File: src/rtl/uart_rx_deserializer.sv
// uart_rx_deserializer: oversampled UART receiver for LSB-first frames with optional parity.
// Define RX_SYNC_EN to put a 2-flop synchronizer on RX_IN (adds 2 clk of latency).
module uart_rx_deserializer #(
    parameter int unsigned DATA_WIDTH     = 8,
    parameter int unsigned PRESCALE_WIDTH = 6
) (
    input  logic                      clk,
    input  logic                      ARSTn,
    input  logic                      RX_IN,
    input  logic                      PAR_EN,
    input  logic                      PAR_TYP,
    input  logic [PRESCALE_WIDTH-1:0] Prescale,
    output logic [DATA_WIDTH-1:0]     P_DATA,
    output logic                      data_valid,
    output logic                      par_err,
    output logic                      stp_err
);

    localparam int unsigned BitCntW = $clog2(DATA_WIDTH + 1);

    typedef enum logic [2:0] {
        StIdle,
        StStart,
        StData,
        StParity,
        StStop
    } state_t;

    state_t                    state_q, state_d;
    logic [PRESCALE_WIDTH-1:0] edge_cnt_q, edge_cnt_d;
    logic [PRESCALE_WIDTH-1:0] presc_q, presc_d;
    logic [BitCntW-1:0]        bit_cnt_q, bit_cnt_d;
    logic                      par_en_q, par_en_d;
    logic                      par_typ_q, par_typ_d;
    logic                      par_bad_q, par_bad_d;
    logic [2:0]                samp_q, samp_d;
    logic [DATA_WIDTH-1:0]     shift_q, shift_d;
    logic [DATA_WIDTH-1:0]     p_data_q, p_data_d;
    logic                      dv_q, dv_d;
    logic                      pe_q, pe_d;
    logic                      se_q, se_d;

    logic                      rx;
    logic [PRESCALE_WIDTH-1:0] prescale_sel;
    logic [PRESCALE_WIDTH-1:0] half;
    logic                      bit_end;
    logic                      in_window;
    logic                      bit_val;
    logic                      start_frame;

`ifdef RX_SYNC_EN
    logic [1:0] rx_sync_q;

    // Reset to idle-high so leaving reset can never look like a start bit.
    always_ff @(posedge clk or negedge ARSTn) begin
        if (!ARSTn) begin
            rx_sync_q <= 2'b11;
        end else begin
            rx_sync_q <= {rx_sync_q[0], RX_IN};
        end
    end

    assign rx = rx_sync_q[1];
`else
    assign rx = RX_IN;
`endif

    // Unsupported ratios fall back to 8.
    always_comb begin
        prescale_sel = PRESCALE_WIDTH'(8);
        if (Prescale == PRESCALE_WIDTH'(16) || Prescale == PRESCALE_WIDTH'(32)) begin
            prescale_sel = Prescale;
        end
    end

    assign half      = presc_q >> 1;
    assign bit_end   = (edge_cnt_q == presc_q - 1'b1);
    assign in_window = (edge_cnt_q == half - 1'b1) || (edge_cnt_q == half) ||
                       (edge_cnt_q == half + 1'b1);
    assign bit_val   = (samp_q[0] & samp_q[1]) | (samp_q[0] & samp_q[2]) |
                       (samp_q[1] & samp_q[2]);

    always_comb begin
        state_d     = state_q;
        edge_cnt_d  = edge_cnt_q;
        presc_d     = presc_q;
        bit_cnt_d   = bit_cnt_q;
        par_en_d    = par_en_q;
        par_typ_d   = par_typ_q;
        par_bad_d   = par_bad_q;
        samp_d      = samp_q;
        shift_d     = shift_q;
        p_data_d    = p_data_q;
        dv_d        = 1'b0;
        pe_d        = 1'b0;
        se_d        = 1'b0;
        start_frame = 1'b0;

        if (state_q != StIdle) begin
            edge_cnt_d = bit_end ? '0 : edge_cnt_q + 1'b1;
            if (in_window) begin
                samp_d = {samp_q[1:0], rx};
            end
        end

        unique case (state_q)
            StIdle: begin
                if (!rx) begin
                    start_frame = 1'b1;
                end
            end
            StStart: begin
                if (bit_end) begin
                    if (bit_val) begin
                        state_d = StIdle;
                    end else begin
                        state_d   = StData;
                        bit_cnt_d = '0;
                    end
                end
            end
            StData: begin
                if (bit_end) begin
                    shift_d   = {bit_val, shift_q[DATA_WIDTH-1:1]};
                    bit_cnt_d = bit_cnt_q + 1'b1;
                    if (bit_cnt_q == BitCntW'(DATA_WIDTH - 1)) begin
                        state_d = par_en_q ? StParity : StStop;
                    end
                end
            end
            StParity: begin
                if (bit_end) begin
                    // Mismatch = received bit differs from XOR(data) (inverted for odd).
                    par_bad_d = bit_val ^ (^shift_q) ^ par_typ_q;
                    state_d   = StStop;
                end
            end
            StStop: begin
                if (bit_end) begin
                    se_d = ~bit_val;
                    pe_d = par_bad_q;
                    if (bit_val && !par_bad_q) begin
                        p_data_d = shift_q;
                        dv_d     = 1'b1;
                    end
                    if (!rx) begin
                        start_frame = 1'b1;
                    end else begin
                        state_d = StIdle;
                    end
                end
            end
            default: begin
                state_d = StIdle;
            end
        endcase

        // Frame configuration is captured once per frame, at the start bit.
        if (start_frame) begin
            state_d    = StStart;
            edge_cnt_d = '0;
            presc_d    = prescale_sel;
            par_en_d   = PAR_EN;
            par_typ_d  = PAR_TYP;
            par_bad_d  = 1'b0;
        end
    end

    always_ff @(posedge clk or negedge ARSTn) begin
        if (!ARSTn) begin
            state_q    <= StIdle;
            edge_cnt_q <= '0;
            presc_q    <= PRESCALE_WIDTH'(8);
            bit_cnt_q  <= '0;
            par_en_q   <= 1'b0;
            par_typ_q  <= 1'b0;
            par_bad_q  <= 1'b0;
            samp_q     <= '1;
            shift_q    <= '0;
            p_data_q   <= '0;
            dv_q       <= 1'b0;
            pe_q       <= 1'b0;
            se_q       <= 1'b0;
        end else begin
            state_q    <= state_d;
            edge_cnt_q <= edge_cnt_d;
            presc_q    <= presc_d;
            bit_cnt_q  <= bit_cnt_d;
            par_en_q   <= par_en_d;
            par_typ_q  <= par_typ_d;
            par_bad_q  <= par_bad_d;
            samp_q     <= samp_d;
            shift_q    <= shift_d;
            p_data_q   <= p_data_d;
            dv_q       <= dv_d;
            pe_q       <= pe_d;
            se_q       <= se_d;
        end
    end

    assign P_DATA     = p_data_q;
    assign data_valid = dv_q;
    assign par_err    = pe_q;
    assign stp_err    = se_q;

`ifndef SYNTHESIS
    // A good word and an error flag describe different frames, never the same one.
    valid_excludes_err: assert property (@(posedge clk) disable iff (!ARSTn)
        !(data_valid && (par_err || stp_err)));
`endif

endmodule

File: config.mk
export PLATFORM = sky130hd
export DESIGN_NAME = uart_rx_deserializer
export DESIGN_NICKNAME = d
export VERILOG_FILES = /design/src/rtl/uart_rx_deserializer.sv
export SDC_FILE = /design/constraint.sdc
export NUM_CORES = 1
export LEC_CHECK = 0
export CORE_ASPECT_RATIO = 1.75
export CORE_MARGIN = 2
export CORE_UTILIZATION = 45
export CTS_CLUSTER_DIAMETER = 200
export DETAILED_ROUTE_END_ITERATION = 10
export GPL_TIMING_DRIVEN = 0
export PLACE_DENSITY = 0.71
export SYNTH_ARGS = -nofsm -noshare
export SYNTH_HDL_FRONTEND = slang
export SYNTH_SLANG_ARGS = --single-unit
export TNS_END_PERCENT = 5
File: constraint.sdc
create_clock -name clk -period 2.8 [get_ports clk]
set_clock_uncertainty 0.1 [all_clocks]
set_input_delay 0.42 -clock clk [delete_from_list [all_inputs] [get_ports clk]]
set_output_delay 0.42 -clock clk [all_outputs]
set_load 0.05 [all_outputs]
==> flow_summary.json <==
{
  "mostFrequentLayoutCell": "dfrtp_1",
  "synth_compound_area_share_pct": 10.4,
  "fin_nets": 283,
  "track_usage_pct": 17.5,
  "p_per_area_mw_per_mm2": 413,
  "vias": 1819,
  "gr-total-overflow": 0,
  "synth_cell_types": 46,
  "cts-htree-levels": 2,
  "core-area_mm2": 0.00530,
  "peakVddDrop_mv": 0.402,
  "setup_tns_ps": 0,
  "cp.required_ps": 2880,
  "synth_area_leaders": "dfrtp_1 40%, mux2_2 11%, xnor2_1 7.8%, dfstp_2 4.2%, ha_1 3.0%",
  "intPower_uw": 956,
  "first_pass_iters": 4,
  "io_pins": 22,
  "synth_top_area_share_pct": 40.3,
  "syn_area_per_cell_um2": 10.6,
  "start_util_pct": 46.8,
  "combinationalPowerShare_pct": 6.0,
  "final_cell_mix": "40 x dfrtp_1, 25 x mux2_2, 22 x xnor2_1",
  "post-dp-hpwl_um": 3560,
  "ys_ff_latch": 44,
  "drive_gt1_share_pct": 22.5,
  "die_w_um": 60.1,
  "switching_power_uw": 264,
  "drv_slew": 0,
  "fillCellCount": 471,
  "synth_top_cell_by_area": "dfrtp_1",
  "critPathLaunchType": "flip-flop",
  "synth_fa_ha_area_share_pct": 3.43,
  "rows": 35,
  "path_clk_slew_ps": 90,
  "num_antenna_cells": 0,
  "via_per_inst": 5.33,
  "cpMaxStageDelayCell": "dfrtp_1",
  "die_h_um": 102,
  "syn2layout_area_growth_pct": 18.9,
  "netSwitchingFraction_pct": 21.7,
  "critical_path.max_stage_delay_ps": 390,
  "synth_top_family_by_area": "simple AND/OR/NAND/NOR gates",
  "worst_setup_path_end_kind": "flip-flop",
  "yosys.area_share.simple_pct": 14.7,
  "drv_cap": 0,
  "hold_path_class": "input port to async pin",
  "gp_congestion": 0.873,
  "hold-worst-slack_ps": 406,
  "dpl_cell_area_mm2": 0.00280,
  "synthXorXnorAreaFrac_pct": 10.2,
  "drtAntennaViolNets": 0,
  "critPathBufInv": 4,
  "first_global_vias": 1889,
  "status": "complete, no violations",
  "synth_area_mm2": 0.00248,
  "p_total_uw": 1220,
  "yosys_warnings": 0,
  "final_cell_area_mm2": 0.00295,
  "finalCritPeriodShare_pct": 93.8,
  "antenna_found_initial": 0,
  "relSlewSlack_pct": 48.3,
  "worstSetupPathType": "flip-flop to flip-flop",
  "dieArea_mm2": 0.00615,
  "synth_edf_count": 0,
  "cts_buffers": 5,
  "hold_viol_final": 0,
  "clkPwrFrac_pct": 40.3,
  "synthFlopType": "dfrtp_1",
  "cts-root-buf": "clkbuf_8",
  "fmax_ghz": 0.381,
  "critPathMaxFanout": 10,
  "drc": 0,
  "final_util_pct": 55.7,
  "arrival_ps": 2710,
  "async_flop_share_pct": 100,
  "power_frac_seq_pct": 53.6,
  "grt_max_degree": 36,
  "synth_fp_nets": 252,
  "grt_pass1_wl_um": 8240,
  "synthMuxAreaShare_pct": 12.6,
  "cts_tree": "built",
  "avgRoutedWirePerCell_um": 13.9,
  "ys_seq_area_share_pct": 44.6,
  "drt_wl_total_um": 4750,
  "cts.sinks": 44,
  "path_common_cell": "buf_4",
  "synthCells": 235,
  "setup_viol": 0,
  "post-route-min-period_ps": 2630,
  "crit_family": "buffers and inverters",
  "worst_slew_pin_slew_ps": 769,
  "portBuffers": 21,
  "clockBufferDepth": 2,
  "leakage_uw": 0.00127,
  "clock_latency_ps": 300,
  "drt_iter0_drc": 63,
  "crit_path_cell_trace": "buf_4 > inv_1 > ha_2 > a21boi_2 > nand2_1 > xnor2_1 > o2111ai_2 > buf_4 > nor3_4 > buf_4 > mux2_2"
}
## what timing repair did
item | CTS | global route
hold buffers | 1 | 0
pin swaps | 1 | 0
endpoints found under the hold margin | 9 | 0
resized for setup | 0 | 3
buffers inserted | 2 | 0
setup endpoints to repair | 8 | 20
## stage by stage
| stage | worst slack, ps | instances |
|---|---|---|
| floorplan | 286 | 235 |
| global placement | -48.3 | 330 |
| detailed placement | -110 | 331 |
| CTS | 21.9 | 342 |
| global route | -2.12 | 341 |
| finish | 174 | 341 |
## logic make-up (layout without fill, tap and decap cells)
kind of cell    Yosys count  after routing
simple gates             66             66
flops                    44             44
compound gates           39             39
xor+xnor                 29             29
mux                      28             28
buf+inv                  22             54
fa+ha+maj                 7              7
## layout make-up
cell class              instances  area (µm²)  share of cell area, %
flip-flops and latches         44        1110                   37.5
clock inverters                 3        47.5                   1.61
multi-input cells             169        1280                   43.6
plain buffers                  11        62.6                   2.12
repair buffers                 25         250                   8.48
clock buffers                   5        68.8                   2.33
inverters                      10        37.5                   1.27
well taps                      74        92.6                   3.14
## cells in the mapped netlist, types with 4 or more instances
| library cell | instances |
|---|---|
| a21oi_1 | 6 |
| a31oi_1 | 5 |
| buf_2 | 4 |
| buf_4 | 4 |
| dfrtp_1 | 40 |
| dfstp_2 | 4 |
| ha_1 | 6 |
| inv_1 | 10 |
| mux2_2 | 25 |
| nand2_1 | 16 |
| nand2b_1 | 6 |
| nand3_1 | 8 |
| nor2_1 | 9 |
| nor3_1 | 5 |
| nor3b_1 | 4 |
| o21ai_0 | 11 |
| xnor2_1 | 22 |
| xor2_1 | 7 |
## final timing paths
path	start	to	slack, ps	depth (start not counted)
setup / recovery	presc_q[2]$_DFFE_PN0P_	P_DATA[7]$_DFFE_PN0P_	170	11
hold / removal	ARSTn	bit_cnt_q[2]$_DFFE_PN0P_	410	2
setup reg to reg	presc_q[2]$_DFFE_PN0P_	P_DATA[7]$_DFFE_PN0P_	170	11
hold reg to reg	P_DATA[0]$_DFFE_PN0P_	P_DATA[0]$_DFFE_PN0P_	410	1
max in group asynchronous	ARSTn	presc_q[3]$_DFFE_PN1P_	1660	3
min in group clk	P_DATA[0]$_DFFE_PN0P_	P_DATA[0]$_DFFE_PN0P_	410	1
## worst reg2reg max path, stage by stage (launching register included)
cell	delay [ps]
dfrtp_1	390
buf_4	170
inv_1	120
ha_2	230
a21boi_2	220
nand2_1	90
xnor2_1	170
o2111ai_2	180
buf_4	220
nor3_4	130
buf_4	170
mux2_2	330
## registers in the layout, indices dropped and copies added (netlist names)
name / cells
samp_q: 3
presc_q: 6
state_q: 3
edge_cnt_q: 6
par_typ_q: 1
stp_err: 1
P_DATA: 8
bit_cnt_q: 4
par_en_q: 1
par_bad_q: 1
par_err: 1
shift_q: 8
data_valid: 1
## power groups by stage
stage,clock network [µW],logic (µW),registers [µW]
3_3_place_gp,0,70.5,667
3_5_place_dp,0,74.7,667
4_1_cts,505,76.0,654
6_report,492,73.6,654
2_1_floorplan,0,39.4,665
5_1_grt,531,81.9,656
## routing by layer
layer	GRT usage, %	share of wire (%)	up-vias
li1	-	-	880
met1	19.5	39	893
met2	31.2	56	37
met3	3.04	2.9	9
met4	7.86	2.1	0
met5	0	0	-
(Power assumes the default switching activity.)
